===== src/rtl/tl_pkg.sv =====
// Shared definitions for the traffic-light sequencer and its delay counter.
// Holds the state encoding and the phase-length helpers both sides must agree on.
package tl_pkg;

  typedef enum logic [1:0] {
    S_LOAD   = 2'd0,
    S_RED    = 2'd1,
    S_GREEN  = 2'd2,
    S_YELLOW = 2'd3
  } tl_state_e;

  // Red lasts half the counter range: the counter is loaded at mid-scale and
  // the sequencer leaves red when it wraps.
  function automatic int red_delay(input int num_of_bit);
    return (2 ** num_of_bit) / 2;
  endfunction

  function automatic int yellow_delay(input int num_of_bit, input int ratio);
    return red_delay(num_of_bit) / (ratio + 1);
  endfunction

  function automatic int green_delay(input int num_of_bit, input int ratio);
    return yellow_delay(num_of_bit, ratio) * ratio;
  endfunction

endpackage


===== src/rtl/tl_lamp_decode.sv =====
// Lamp and counter-load decode for the traffic-light sequencer.
// Pure combinational decode of the registered state (and pedestrian flag when
// TL_PED_EN is defined); keeps the lamps one-hot by construction.
module tl_lamp_decode
  import tl_pkg::*;
(
  input  tl_state_e state,
`ifdef TL_PED_EN
  input  logic      ped_flag,
  output logic      ped_walk,
`endif
  output logic      red,
  output logic      yellow,
  output logic      green,
  output logic      cnt_set
);

  // One lamp per state; S_LOAD shows red while asking the counter to reload.
  always_comb begin
    red     = 1'b0;
    yellow  = 1'b0;
    green   = 1'b0;
    cnt_set = 1'b0;
    case (state)
      S_LOAD: begin
        red     = 1'b1;
        cnt_set = 1'b1;
      end
      S_RED:    red    = 1'b1;
      S_GREEN:  green  = 1'b1;
      S_YELLOW: yellow = 1'b1;
      default:  red    = 1'b1;
    endcase
  end

`ifdef TL_PED_EN
  // Walk is only shown during the counted red phase, never in S_LOAD.
  always_comb begin
    ped_walk = ped_flag && (state == S_RED);
  end
`endif

endmodule


===== src/rtl/traffic_light_sequencer.sv =====
// Traffic-light sequencer: master for the external delay counter.
// Loads the counter, steps RED -> GREEN -> YELLOW -> RED from the returned
// count, and flags loss of sync when the count does not fit the phase.
// Optional pedestrian walk request is built when TL_PED_EN is defined.
// state_dbg exposes the registered FSM state for observation.
module traffic_light_sequencer
  import tl_pkg::*;
#(
  parameter int NUM_OF_BIT         = 4,
  parameter int GREEN_YELLOW_RATIO = 2
) (
  input  logic                  CLK,
  input  logic                  Reset,
  input  logic [NUM_OF_BIT-1:0] cnt_in,
  output logic                  cnt_set,
  output logic                  cnt_clr,
  output logic                  red,
  output logic                  yellow,
  output logic                  green,
  output logic                  phase_start,
  output logic                  sync_err,
`ifdef TL_PED_EN
  input  logic                  ped_req,
  output logic                  ped_walk,
`endif
  output tl_state_e             state_dbg
);

  localparam int RED_DELAY    = red_delay(NUM_OF_BIT);
  localparam int YELLOW_DELAY = yellow_delay(NUM_OF_BIT, GREEN_YELLOW_RATIO);
  localparam int GREEN_DELAY  = green_delay(NUM_OF_BIT, GREEN_YELLOW_RATIO);

  // Count thresholds, all at counter width.
  localparam logic [NUM_OF_BIT-1:0] RED_MIN    = NUM_OF_BIT'(RED_DELAY);
  localparam logic [NUM_OF_BIT-1:0] RED_END    = '1;
  localparam logic [NUM_OF_BIT-1:0] GREEN_END  = NUM_OF_BIT'(GREEN_DELAY - 1);
  localparam logic [NUM_OF_BIT-1:0] YELLOW_END = NUM_OF_BIT'(GREEN_DELAY + YELLOW_DELAY - 1);

  tl_state_e state;
  tl_state_e state_next;
  logic      out_of_range;
  logic      phase_start_q;

  // Next state and sync check. Red runs on the upper half of the count,
  // green/yellow on the lower half after the wrap; anything else is lost sync.
  always_comb begin
    state_next   = state;
    out_of_range = 1'b0;
    case (state)
      S_LOAD: state_next = S_RED;
      S_RED: begin
        if (cnt_in < RED_MIN) begin
          out_of_range = 1'b1;
          state_next   = S_LOAD;
        end else if (cnt_in == RED_END) begin
          state_next = S_GREEN;
        end
      end
      S_GREEN: begin
        if (cnt_in >= RED_MIN) begin
          out_of_range = 1'b1;
          state_next   = S_LOAD;
        end else if (cnt_in == GREEN_END) begin
          state_next = S_YELLOW;
        end
      end
      S_YELLOW: begin
        if (cnt_in >= RED_MIN) begin
          out_of_range = 1'b1;
          state_next   = S_LOAD;
        end else if (cnt_in == YELLOW_END) begin
          state_next = S_LOAD;
        end
      end
      default: state_next = S_LOAD;
    endcase
  end

  // State register; phase_start is registered so it aligns with the first
  // cycle of the new GREEN, YELLOW or S_LOAD phase. Reset entry does not pulse.
  always_ff @(posedge CLK) begin
    if (!Reset) begin
      state         <= S_LOAD;
      phase_start_q <= 1'b0;
    end else begin
      state         <= state_next;
      phase_start_q <= (state_next != state) && (state_next != S_RED);
    end
  end

`ifdef TL_PED_EN
  logic ped_flag;

  // Sticky pedestrian request; a new press wins over the clear so a press in
  // the last red cycle carries into the next red phase.
  always_ff @(posedge CLK) begin
    if (!Reset) begin
      ped_flag <= 1'b0;
    end else if (ped_req) begin
      ped_flag <= 1'b1;
    end else if ((state == S_RED) && (state_next == S_GREEN)) begin
      ped_flag <= 1'b0;
    end
  end
`endif

  tl_lamp_decode u_decode (
    .state    (state),
`ifdef TL_PED_EN
    .ped_flag (ped_flag),
    .ped_walk (ped_walk),
`endif
    .red      (red),
    .yellow   (yellow),
    .green    (green),
    .cnt_set  (cnt_set)
  );

  // Sync error is reported in the cycle the bad count is seen; reset masks it.
  always_comb begin
    sync_err = Reset && out_of_range;
  end

  assign phase_start = phase_start_q;
  assign cnt_clr     = 1'b0;
  assign state_dbg   = state;

endmodule


===== config.mk =====
export PLATFORM = sky130hd
export DESIGN_NAME = traffic_light_sequencer
export DESIGN_NICKNAME = d
export VERILOG_FILES = /design/src/rtl/tl_pkg.sv /design/src/rtl/tl_lamp_decode.sv /design/src/rtl/traffic_light_sequencer.sv
export SDC_FILE = /design/constraint.sdc
export NUM_CORES = 1
export LEC_CHECK = 0
export ABC_AREA = 0
export BUFFER_PORTS_ARGS = -buffer_cell sky130_fd_sc_hd__buf_4
export CAP_MARGIN = 0
export CORE_AREA = 2 2 39 41
export CTS_CLUSTER_SIZE = 14
export DETAILED_ROUTE_END_ITERATION = 7
export DIE_AREA = 0 0 41 43
export PLACE_DENSITY_LB_ADDON = 0.2
export SYNTH_ARGS = -nofsm -noshare
export SYNTH_HDL_FRONTEND = slang
export SYNTH_SLANG_ARGS = --single-unit

===== constraint.sdc =====
create_clock -name CLK -period 2.65 [get_ports CLK]
set_clock_uncertainty 0.1 [all_clocks]
set_input_delay 0 -clock CLK [delete_from_list [all_inputs] [get_ports CLK]]
set_output_delay 0 -clock CLK [all_outputs]
set_load 0.005 [all_outputs]

==> run summary <==
Outcome: finished, final reports clean
Core ar.: 0.001384 mm^2
Synth top cells by count: dfxtp_1, and3_1, nand4_1, nor2b_1, o21ai_0
Io pins: 15
Yosys reg bits: 3
Die Wd: 41 um
Cell with the most instances after synthesis: dfxtp_1
Drt pass-1 iters: 4
Setup violators final: 0
PnR Total Power: 162.7 uW
Setup repair bufs after CTS: 0
Clk pin slew, worst setup/hold paths: 0.04 ns
Post-synth EDFFs: 0
Highest clock rate: 535.6 MHz
Worst hold slack: 0.003805 ns
Fraction of layout cells with a size suffix above 1: 38.00%
Critical Path Source Type: flip-flop
Setup tns final: 0 ns
CTS Hold Bufs: 3
Clock Latency Late Sink: 0.23 ns
Ranking of synthesized cells by area: dfxtp_1, and3_1, nand4_1, nor2b_1, o41a_1
Number of max-cap violations: 0
Part of the power in registers: 31.9%
First-pass GRT wire length: 938 um
CP arrival: 1.94 ns
Die area: 0.001763 mm^2
Gate Count Post-Synth: 33
Comb pwr share: 19.9%
Final nets: 57
Pleak: 0.1784 nW
Max IR drop VDD: 0.0001176 V
GRT Residual Overflow: 0
Clk buf depth: 2
Top FF cell, synth: dfxtp_1
1st-iter DRT viols: 8
Sequential share of the synthesized area: 23.76%
Avg WL per Cell: 9.955 um
Pins Over Slew Limit: 0
Buf+Inv Stages, Crit Path: 2
Crit path cell chain: inv_2, o41a_1, a31oi_1, dlygate4sd3_1
Critical Path Sink Type: flip-flop
Std cell rows: 14
Hold Path Cell Cnt: 3
Placed Instance Area: 354.1 um^2
Total wire length: 657 um
Worst path top cell family by delay: buffers and inverters
Number of diodes: 0
CP max stage cell: dlygate4sd3_1
Unique masters post-synth: 27
HP Class: primary input to flip-flop
Starting Density: 18.26%
GR Util All Layers: 7.415%
Vias in the first global route: 229
CTS H-Tree Depth: 1
Kind of critical path: flip-flop to flip-flop
Synth Warn #: 0
RSZ-0062 raised after global routing: no
Num CTS Buffers: 3
Area leader, netlist: dfxtp_1
Critical Path RT: 2.72 ns
Fin crit share: 70.46%
Psw: 39.36 uW
Crit. path cell count: 4
DR vias: 308
Post-route DRC: 0
Final Hold Fails: 0
CTS tree: done
Switch share: 24.19%
PortBufs: 13
Syn Nets: 39
Clock power frac: 48.2%
PD cells: 396.4 mW/mm^2
Async S/R FF share, synth: 0%
Area Overhead vs Synth: 62.38%
Die H: 43 um
Finished Cell Area: 410.4 um^2
Internal Power: 123.3 uW
R2R depth: 4
Filler cell count: 154
Routed Antenna Nets: 0
Clk root buf: clkbuf_4
Synthesized cell area: 252.7 um^2
Initial antenna violation count: 0
Resize count post-CTS: 0
Crit path largest cell delay: 0.55 ns
Synth top area share: 23.76%
Largest net degree at the start of global routing: 13
Avg Vias per Cell: 4.667
Tmin final: 1.867 ns
Avg Cell Area, Syn: 7.659 um^2
Clock Sinks: 3
CP Max Fanout: 10
Routability Congestion: 0.6686
==> area by class of cell <==
cell class	instances	area (um^2)	area share [%]
inverters	2	7.507	1.829
multi-input cells	25	168.9	41.16
clock buffers	4	26.28	6.402
well taps	16	20.02	4.878
repair buffers	16	127.6	31.10
flip-flops and latches	3	60.06	14.63
==> placed cells by master, fill, tap and decap left out, drive strengths merged <==
cell type,count
dfxtp,3
o21ai,2
a31oi,1
nor2,1
o31ai,1
o221ai,1
a211o,1
clkbuf,4
dlygate4sd3,3
and3,2
conb,1
nor3b,1
and2,2
nand2,1
and4b,1
a21boi,2
o21a,1
nand4,2
buf,13
nor2b,3
a21oi,1
inv,2
o41a,1
==> power groups by stage <==
| stage | Clock (mW) | Combinational (mW) | Sequential, mW |
|---|---|---|---|
| after floorplan | 0 | 0.0164 | 0.0498 |
| after global placement | 0 | 0.0296 | 0.0526 |
| after detailed placement | 0 | 0.0294 | 0.0525 |
| after CTS | 0.0809 | 0.0325 | 0.0519 |
| after global routing | 0.0845 | 0.0355 | 0.0529 |
| final | 0.0784 | 0.0323 | 0.0519 |
==> flip-flops by register name, indices dropped and copies added (netlist names) <==
register	flops
phase_start	1
state_dbg	2
==> worst paths after layout <==
kind | end | startpoint | slack (ns)
min reg2reg | state_dbg[0] | state_dbg[1] | 0.62
max reg2reg | phase_start | state_dbg[1] | 0.78
min | state_dbg[1] | cnt_in[3] | 0.004
max | phase_start | state_dbg[1] | 0.78
==> metal layers <==
layer  part of all wire, %  wire length, um  track usage (%)  vias to the layer above
li1                      -                -                -                      154
met1                    46              299            11.18                      142
met2                    47              309            10.31                       12
met3                   7.3               48                0                        0
met4                     0                0            4.000                        0
met5                     0                0                0                        -
==> logic make-up after synthesis <==
logic type	Yosys count	share of synthesized area, %
AOI/OAI and AO/OA	11	31.69
DFF	3	23.76
and+or+nand+nor	13	33.66
other	1	1.484
buffers and inverters	5	9.401
==> worst min-delay path, delay by kind of cell <==
family / cells / cell delay, ns
buffers and inverters: 1 / 0.14
and+or+nand+nor: 1 / 0.08
AOI/OAI and AO/OA: 1 / 0.05
==> stage by stage <==
stage	setup slack (ns)	instances	util (%)
3_3_place_gp	1.295	59	25.59
3_5_place_dp	1.312	59	25.59
6_report	0.7829	66	29.66
4_1_cts	0.7702	66	29.66
2_1_floorplan	1.436	33	-
5_1_grt	0.6707	66	29.66
No activity file was read; power rests on OpenSTA's default activity.
